===== config.mk =====
export PLATFORM = sky130hd
export DESIGN_NAME = alu_arbiter
export DESIGN_NICKNAME = d
export VERILOG_FILES = /design/src/rtl/alu_arbiter.sv
export SDC_FILE = /design/constraint.sdc
export NUM_CORES = 1
export LEC_CHECK = 0
export ABC_AREA = 1
export BUFFER_PORTS_ARGS = -buffer_cell sky130_fd_sc_hd__buf_2
export CORE_ASPECT_RATIO = 0.75
export CORE_UTILIZATION = 48
export DETAILED_ROUTE_END_ITERATION = 6
export MAX_ROUTING_LAYER = met4
export PLACE_DENSITY = 0.84
export SETUP_SLACK_MARGIN = 0.4
export SYNTH_ARGS = -nofsm -noshare
export SYNTH_HDL_FRONTEND = slang
export SYNTH_SLANG_ARGS = --single-unit

===== constraint.sdc =====
create_clock -name clk -period 3.2 [get_ports clk]
set_input_delay 0.64 -clock clk [delete_from_list [all_inputs] [get_ports clk]]
set_output_delay 0.64 -clock clk [all_outputs]
set_load 0.02 [all_outputs]

===== src/rtl/alu_arbiter.sv =====
// alu_arbiter: shares one ALU / ALU_Control pair between two requesters.
// Port 0 is the main datapath, port 1 the address/branch unit.
// Pipeline: arbitrate + load issue register, then capture the ALU result
// one clock later and pulse rvalid to the owning port.
// Build option: define ALU_ARB_FIXED_PRIO_EN for fixed priority (port 0
// always wins a conflict); otherwise conflicts are resolved round-robin.
module alu_arbiter #(
    parameter int WIDTH = 16
) (
    input  logic             clk,
    input  logic             rst_n,
    input  logic             req0,
    input  logic             req1,
    input  logic [2:0]       aluOp0,
    input  logic [2:0]       aluOp1,
    input  logic [2:0]       func0,
    input  logic [2:0]       func1,
    input  logic             shiftDirection0,
    input  logic             shiftDirection1,
    input  logic [WIDTH-1:0] opA0,
    input  logic [WIDTH-1:0] opB0,
    input  logic [WIDTH-1:0] opA1,
    input  logic [WIDTH-1:0] opB1,
    output logic             gnt0,
    output logic             gnt1,
    output logic             rvalid0,
    output logic             rvalid1,
    output logic [WIDTH-1:0] result,
    output logic [2:0]       aluOp,
    output logic [2:0]       func,
    output logic             shiftDirection,
    output logic [WIDTH-1:0] aluA,
    output logic [WIDTH-1:0] aluB,
    input  logic [WIDTH-1:0] aluResult
);

    logic             gnt0_q, gnt0_d, gnt1_q, gnt1_d;
    logic             rvalid0_q, rvalid0_d, rvalid1_q, rvalid1_d;
    logic             issue_valid_q, issue_valid_d;
    logic             issue_owner_q, issue_owner_d;
    logic [2:0]       alu_op_q, alu_op_d, func_q, func_d;
    logic             shift_dir_q, shift_dir_d;
    logic [WIDTH-1:0] alu_a_q, alu_a_d, alu_b_q, alu_b_d;
    logic [WIDTH-1:0] result_q, result_d;
    logic             elig0, elig1, win0, win1;
`ifndef ALU_ARB_FIXED_PRIO_EN
    logic             last_grant_q, last_grant_d;  // 1 = port 1 won last
`endif

    // Arbitration: a port whose grant is currently high has its request
    // already accepted, so it is masked out for this edge.
    always_comb begin
        elig0 = req0 & ~gnt0_q;
        elig1 = req1 & ~gnt1_q;
`ifdef ALU_ARB_FIXED_PRIO_EN
        win0 = elig0;
`else
        win0 = elig0 & (~elig1 | last_grant_q);
`endif
        win1 = elig1 & ~win0;
    end

    // Next-state for grant, issue and result stages.
    always_comb begin
        gnt0_d        = win0;
        gnt1_d        = win1;
        issue_valid_d = win0 | win1;
        issue_owner_d = issue_owner_q;
        alu_op_d      = alu_op_q;
        func_d        = func_q;
        shift_dir_d   = shift_dir_q;
        alu_a_d       = alu_a_q;
        alu_b_d       = alu_b_q;
        result_d      = result_q;
        rvalid0_d     = 1'b0;
        rvalid1_d     = 1'b0;
`ifndef ALU_ARB_FIXED_PRIO_EN
        last_grant_d  = last_grant_q;
`endif
        if (win0) begin
            issue_owner_d = 1'b0;
            alu_op_d      = aluOp0;
            func_d        = func0;
            shift_dir_d   = shiftDirection0;
            alu_a_d       = opA0;
            alu_b_d       = opB0;
`ifndef ALU_ARB_FIXED_PRIO_EN
            last_grant_d  = 1'b0;
`endif
        end else if (win1) begin
            issue_owner_d = 1'b1;
            alu_op_d      = aluOp1;
            func_d        = func1;
            shift_dir_d   = shiftDirection1;
            alu_a_d       = opA1;
            alu_b_d       = opB1;
`ifndef ALU_ARB_FIXED_PRIO_EN
            last_grant_d  = 1'b1;
`endif
        end
        if (issue_valid_q) begin
            result_d  = aluResult;
            rvalid0_d = ~issue_owner_q;
            rvalid1_d = issue_owner_q;
        end
    end

    // State registers; reset drops any in-flight operation.
    always_ff @(posedge clk) begin
        if (!rst_n) begin
            gnt0_q        <= 1'b0;
            gnt1_q        <= 1'b0;
            rvalid0_q     <= 1'b0;
            rvalid1_q     <= 1'b0;
            issue_valid_q <= 1'b0;
            issue_owner_q <= 1'b0;
            alu_op_q      <= '0;
            func_q        <= '0;
            shift_dir_q   <= 1'b0;
            alu_a_q       <= '0;
            alu_b_q       <= '0;
            result_q      <= '0;
`ifndef ALU_ARB_FIXED_PRIO_EN
            last_grant_q  <= 1'b1;
`endif
        end else begin
            gnt0_q        <= gnt0_d;
            gnt1_q        <= gnt1_d;
            rvalid0_q     <= rvalid0_d;
            rvalid1_q     <= rvalid1_d;
            issue_valid_q <= issue_valid_d;
            issue_owner_q <= issue_owner_d;
            alu_op_q      <= alu_op_d;
            func_q        <= func_d;
            shift_dir_q   <= shift_dir_d;
            alu_a_q       <= alu_a_d;
            alu_b_q       <= alu_b_d;
            result_q      <= result_d;
`ifndef ALU_ARB_FIXED_PRIO_EN
            last_grant_q  <= last_grant_d;
`endif
        end
    end

    assign gnt0           = gnt0_q;
    assign gnt1           = gnt1_q;
    assign rvalid0        = rvalid0_q;
    assign rvalid1        = rvalid1_q;
    assign result         = result_q;
    assign aluOp          = alu_op_q;
    assign func           = func_q;
    assign shiftDirection = shift_dir_q;
    assign aluA           = alu_a_q;
    assign aluB           = alu_b_q;

endmodule


=== Word level (Yosys, flattened, before mapping) ===
Cells that the tools add are included.
Widths: inputs -> output; s select.

* Bits in latches: 0
* Input bits: 98
* Flip-flop bits (word level): 62
* Memories: 0
* Logic and storage cells: 40
* Bits in writable memories: 0
* Output and inout port bits: 59
* Memory bits (read-only): 0

* Add/sub/neg operators: 0
* $lt $le $gt $ge: 0
* Multipliers: 0
* Bitwise gates (word level): 12
* Equality and inequality tests: 0
* Mux-type cells: 12
* Reduce and logical (&&, ||, !) cells: 3
* Div/mod/pow operators: 0
* Shift operators: 0

{| class="wikitable"
|+ Operator list
! operator !! number
|-
| $mux 16 || 4
|-
| $mux 3 || 4
|-
| $not 1->1 || 6
|-
| $and 1x1->1 || 4
|-
| $mux 1 || 4
|-
| $or 1x1->1 || 2
|-
| $reduce_and 2->1 || 1
|-
| $reduce_bool 2->1 || 1
|-
| $reduce_or 2->1 || 1
|}

=== Depth between registers and ports, before layout ===
Gate-level depths: netlist (run 1).

* Word-level depth: 9
* Mapped depth: 8
* Mapped depth without buffers: 7

=== Least setup slack after synthesis (run 1) ===
No wires, ideal clock.

* Kind: input to register
* Start: input req0
* End: register alu_b_q[10], in the netlist aluB[10]
* Stages on the path: 7
* Arrival: 1.220 ns
* Library setup time: 0.113 ns
* Setup slack: 1.866 ns
* Data required time: 3.087 ns
* Cell sequence: nand2_2 inv_2 nand2_1 buf_2 nand2_1 nand3_1 nand2_1

* Longest elaborated chain between the ends: 5

{| class="wikitable"
|+ Ends and longest elaborated chain
! what !! RTL line !! source
|-
| start, declared || 12 || <nowiki>input logic req0,</nowiki>
|-
| $and 1x1->1 * || 53 || <nowiki>elig0 = req0 & ~gnt0_q;</nowiki>
|-
| $and 1x1->1 * || 58 || <nowiki>win0 = elig0 & (~elig1 | last_grant_q);</nowiki>
|-
| $not 1->1 || 60 || <nowiki>win1 = elig1 & ~win0;</nowiki>
|-
| $and 1x1->1 || 60 ||
|-
| $reduce_bool 2->1 (no source line) || - ||
|-
| end signal, assigned || 137 || <nowiki>alu_b_q <= alu_b_d;</nowiki>
|-
| end, declared || 43 || <nowiki>logic [WIDTH-1:0] alu_a_q, alu_a_d, alu_b_q, alu_b_d;</nowiki>
|}

Every way passes the cells marked *; elsewhere a longest branch is shown, timed or not.
A chain may end at the register's enable or synchronous reset.

=== Worst setup path after layout (run 1) ===
* Start: input req0
* End: register alu_b_q[9], in the netlist aluB[9]

Same word-level chain as after synthesis.

==> reports/metrics.csv, run 1 <==
metric,value,unit
Post-CTS Setup Inserts,0,
"Top FF cell, synth",dfxtp_1,
largest net degree at the start of global routing,58,
flop2flop setup slack,1.66,ns
share of cells above drive strength 1,31.5,%
antenna violations before repair,0,
slowest CP cell,buf_4,
number of synthesis warnings,0,
Pleak,2.37,nW
max_cap viols,0,
Area Overhead vs Synth,34.4,%
crit path capture type,flop,
sw frac,30.1,%
core area,5830,sq um
asr flop ratio synth,0,%
Starting Density,49.7,%
cell row count,24,
final hold vios,0,
status,finished clean,
"Net Count, Synth",532,
Peak VDD IR,250,uV
DRC viols,0,
via count,3309,
via/cell ratio,5.02,
most frequent cells in the layout,"156 x buf_2, 83 x inv_1, 81 x nand2_1",
CTS Hold Bufs,0,
initial DRC count,218,
fmax,0.628,GHz
synthesized cell area,2900,sq um
post-synthesis area per instance,6.67,sq um
path type of the worst setup path,in -> reg,
Max clock buf depth,2,
Die Y,69.3,um
Seq cells post-synth,62,
Buffers on Ports,156,
unrepaired setup endpoints after global routing,false,
first-pass GRT wire length,13300,um
net load switching power,0.000601,W
Die Wd,91.7,um
setup violators final,0,
Synth cell types,17,
Least-Margin Pin Slew,0.542,ns
gr usage total,26.7,%
Clock Latency Late Sink,0.32,ns
number of antenna diodes,0,
Total Negative Setup Slacks,0,ns
Post-synth EDFFs,0,
GR Overflow Total,0,
Layout Skew,0.00571,ns
"most common cell after layout, fill and taps aside",buf_2,
H-tree Lvls,3,
CTS Buf Count,9,
HP Class,reg -> reg,
Clock Sinks,62,
I/O pin total,157,
CP peak stage delay,0.39,ns
CP Launch Type,primary input,
# nets final,674,
Pwr Density,514,nW/um^2
CTS tree,built,
critical path peak fanout,37,
First-pass DRT Iterations,4,
vias in the first global route,3038,
hold slack,0.426,ns
Clock Power Share,34.0,%
Worst slew margin,63.9,%
Final min period,1.59,ns
Mapped Cells,434,
crit-path cells,buf_2 -> nand2_2 -> inv_2 -> nand2_1 -> buf_4 -> nand2_1 -> nand3_1 -> nand2_1,
post-DP HPWL,5520,um
Gate power share,21.7,%
sequential power share,44.3,%
total wire length,7990,um
Placer Congestion,0.865,
"Clk pin slew, worst setup/hold paths",0.07,ns
WL/cell,12.1,um
CTS Root Cell,clkbuf_8,
sequential-to-total area share from yosys stat,42.9,%
CP most frequent cell,nand2_1,
worst path required time,3.42,ns
Internal Power,0.00140,W
fin crit share,49.8,%
die area,6350,sq um
max-slew violations,0,
"antenna viol nets, final",0,
post-CTS sizing,0,
Critical Path AT,1.81,ns
==> worst paths after layout <==
check / startpoint / to / depth (start not counted)
worst max-delay path: req0 / aluB[9]$_SDFFE_PN0P_ / 8
worst min-delay path: issue_owner_q$_SDFFE_PP0P_ / rvalid0$_SDFF_PN0_ / 1
worst max register to register: gnt0$_SDFF_PN0_ / aluB[9]$_SDFFE_PN0P_ / 8
worst min register to register: issue_owner_q$_SDFFE_PP0P_ / rvalid0$_SDFF_PN0_ / 1
==> metal layers <==
layer  track usage, %  routed length, um  part of all wire, %  up-vias
li1                 -                  -                    -     1661
met1             31.2               3450                   43     1482
met2             44.9               3830                   48      154
met3             7.24                591                  7.4       12
met4             7.94                124                  1.6        0
met5                -                  0                    0        -
==> worst max-delay path: cells and delay by family <==
family | cells | cell delay [ns]
buffers and inverters | 3 | 0.55
and+or+nand+nor | 5 | 0.62
==> power groups by stage <==
| stage | clock, W | sequential (W) | combinational [W] |
|---|---|---|---|
| after global placement | 0 | 0.000901 | 0.000426 |
| after global routing | 0.000732 | 0.000893 | 0.000479 |
| after detailed placement | 0 | 0.000900 | 0.000435 |
| after floorplan | 0 | 0.000980 | 0.000185 |
| final | 0.000679 | 0.000886 | 0.000435 |
| after CTS | 0.000696 | 0.000885 | 0.000436 |
==> logic make-up after synthesis <==
group / after synthesis / share of synthesized area, %
AO/OA/AOI/OAI: 19 / 3.50
buffers and inverters: 117 / 15.9
flip-flops: 62 / 42.9
AND/OR/NAND/NOR: 236 / 37.7
==> flip-flops by register name (all words and copies together) (netlist names) <==
signal / count
aluA: 16
aluB: 16
result: 16
aluOp: 3
func: 3
gnt0: 1
gnt1: 1
issue_owner_q: 1
issue_valid_q: 1
last_grant_q: 1
rvalid0: 1
rvalid1: 1
shiftDirection: 1
==> cell usage after synthesis (2+ instances only) <==
cell	instances	area, sq um
inv_1	83	312
nand3_1	78	390
buf_2	14	70.1
dfxtp_1	62	1240
o21ai_0	16	80.1
nor2_1	34	128
nand2_1	81	304
clkbuf_1	17	63.8
nor3_1	2	10.0
nand4_1	39	244
inv_2	2	7.51
==> final cells by class <==
cell class	count	area [sq um]
multi-input cells	255	1200
clock buffers	12	155
clock inverters	4	45.0
repair buffers	163	833
well taps	78	97.6
flip-flops and latches	62	1240
fillers	547	1930
inverters	85	319
==> metrics by stage <==
stage	cell area, sq um	worst slack [ns]	std cells	util [%]	total power [W]
after floorplan	2900	1.87	434	-	0.00117
after global placement	3690	1.37	643	63.4	0.00133
after detailed placement	3690	1.28	643	63.4	0.00133
after CTS	3890	1.63	659	66.8	0.00202
after global routing	3890	1.52	659	66.8	0.00210
final	3890	1.61	659	66.8	0.00200
(Power assumes the default switching activity.)
==> inputs of run 2 (changes only) <==
--- a/config.mk
+++ b/config.mk
@@ -8,10 +8,10 @@
 export ABC_AREA = 1
 export BUFFER_PORTS_ARGS = -buffer_cell sky130_fd_sc_hd__buf_2
 export CORE_ASPECT_RATIO = 0.75
-export CORE_UTILIZATION = 48
+export CORE_UTILIZATION = 45
 export DETAILED_ROUTE_END_ITERATION = 6
 export MAX_ROUTING_LAYER = met4
-export PLACE_DENSITY = 0.84
+export PLACE_DENSITY = 0.8
 export SETUP_SLACK_MARGIN = 0.4
 export SYNTH_ARGS = -nofsm -noshare
 export SYNTH_HDL_FRONTEND = slang
==> constraint.sdc (replaced) <==
create_clock -name clk -period 1.6 [get_ports clk]
set_input_delay 0.32 -clock clk [delete_from_list [all_inputs] [get_ports clk]]
set_output_delay 0.32 -clock clk [all_outputs]
set_load 0.02 [all_outputs]
==> reports/metrics.csv, run 2 (synthesized netlist as in run 1, its figures left out) <==
metric,value,unit
Worst slew margin,62.9,%
total wire length,8940,um
gr usage total,26.0,%
CTS tree,built,
antenna violations before repair,0,
Clock Sinks,62,
HP Class,in -> reg,
# nets final,686,
path type of the worst setup path,reg -> reg,
Pleak,2.47,nW
Pwr Density,968,nW/um^2
First-pass DRT Iterations,5,
Starting Density,48.2,%
DRC viols,0,
Clock Latency Late Sink,0.33,ns
fin crit share,76.0,%
fillers,521,
max-slew violations,0,
WL/cell,13.4,um
most frequent cells in the layout,"146 x buf_2, 81 x inv_1, 79 x nand2_1",
Die Y,71.5,um
I/O pin total,157,
"antenna viol nets, final",0,
Layout Skew,0.00488,ns
die area,6760,sq um
core area,6010,sq um
crit path capture type,flop,
cell row count,24,
setup violators final,0,
Placer Congestion,0.763,
initial DRC count,198,
first-pass GRT wire length,13400,um
"most common cell after layout, fill and taps aside",buf_2,
CTS Root Cell,clkbuf_8,
vias in the first global route,2954,
CP Launch Type,flop,
Total Negative Setup Slacks,0,ns
fmax,0.822,GHz
critical path peak fanout,8,
Buffers on Ports,156,
Critical Path AT,1.49,ns
"Core Util, Final",69.2,%
number of antenna diodes,0,
Final min period,1.22,ns
CTS Hold Bufs,0,
share of cells above drive strength 1,34.2,%
Area Overhead vs Synth,43.6,%
post-DP HPWL,5670,um
final hold vios,0,
Least-Margin Pin Slew,0.557,ns
largest net degree at the start of global routing,58,
GR Overflow Total,0,
worst path required time,1.87,ns
Peak VDD IR,448,uV
Die Wd,94.6,um
CTS Buf Count,9,
unrepaired setup endpoints after global routing,true,
"Clk pin slew, worst setup/hold paths",0.07,ns
status,finished clean,
via/cell ratio,5.03,
Max clock buf depth,2,
max_cap viols,0,
H-tree Lvls,3,
via count,3368,
[run 2: cell count changes in the layout (fill, tap and decap cells not counted), sizes merged]
| cell | change |
|---|---|
| buf | +10 |
| bufinv | -1 |
| clkbuf | +3 |
| clkinv | -2 |
[run 2: path summary, 6_finish.rpt]
kind	start	to	slack, ns	cells past startpoint
min reg2reg	issue_owner_q$_SDFFE_PP0P_	rvalid0$_SDFF_PN0_	0.42	1
max	gnt0$_SDFF_PN0_	aluB[15]$_SDFFE_PN0P_	0.38	7
max reg2reg	gnt0$_SDFF_PN0_	aluB[15]$_SDFFE_PN0P_	0.38	7
min	aluResult[10]	result[10]$_SDFFE_PN0P_	0.22	3
[run 2: stage by stage]
step	worst slack, ns	total power [W]	instance area, sq um	hold slack, ns	instances
after floorplan	0.391	0.00233	2900	0.401	434
after global placement	0.338	0.00269	3760	0.410	647
after detailed placement	0.310	0.00270	3760	0.413	647
after CTS	0.405	0.00396	4000	0.206	664
after global routing	0.315	0.00423	4160	0.222	669
final	0.384	0.00402	4160	0.218	669
[run 2: timing repair]
| action | 4_1_cts | 5_1_grt |
|---|---|---|
| setup endpoints to repair | 40 | 51 |
| setup buffers | 2 | 1 |
| resized for setup | 9 | 24 |
| gates cloned | 1 | 4 |
| pin swaps | 2 | 3 |
[run 2: cell type report]
cell class,instances,area [sq um],area share [%]
sequential,62,1250,30.0
tap,78,97.6,2.35
clock inverter,1,5.00,0.120
multi-input combinational,255,1230,29.6
timing repair buffer,175,1090,26.2
inverter,85,322,7.74
clock buffer,13,169,4.06
[run 2: critical path, cell delays in order, from the launching register on]
cell and delay [ns]:
dfxtp_2 0.33, inv_2 0.06, nand2_4 0.07, a21oi_4 0.21
buf_12 0.15, buf_6 0.14, nand3_1 0.11, nand2_1 0.08
[run 2: where the power goes]
| part | switching, W | internal [W] |
|---|---|---|
| clock | 0.000566 | 0.000671 |
| combinational | 0.000603 | 0.000409 |
| sequential | 0.0000814 | 0.00169 |
[run 2: metal layers]
layer,vias to the layer above,global-route usage [%],routed length (um),share of wire [%]
met3,19,5.63,740,8.3
li1,1684,-,-,-
met5,-,-,0,0
met2,184,43.6,4250,48
met4,0,8.59,127,1.4
met1,1481,30.9,3820,43
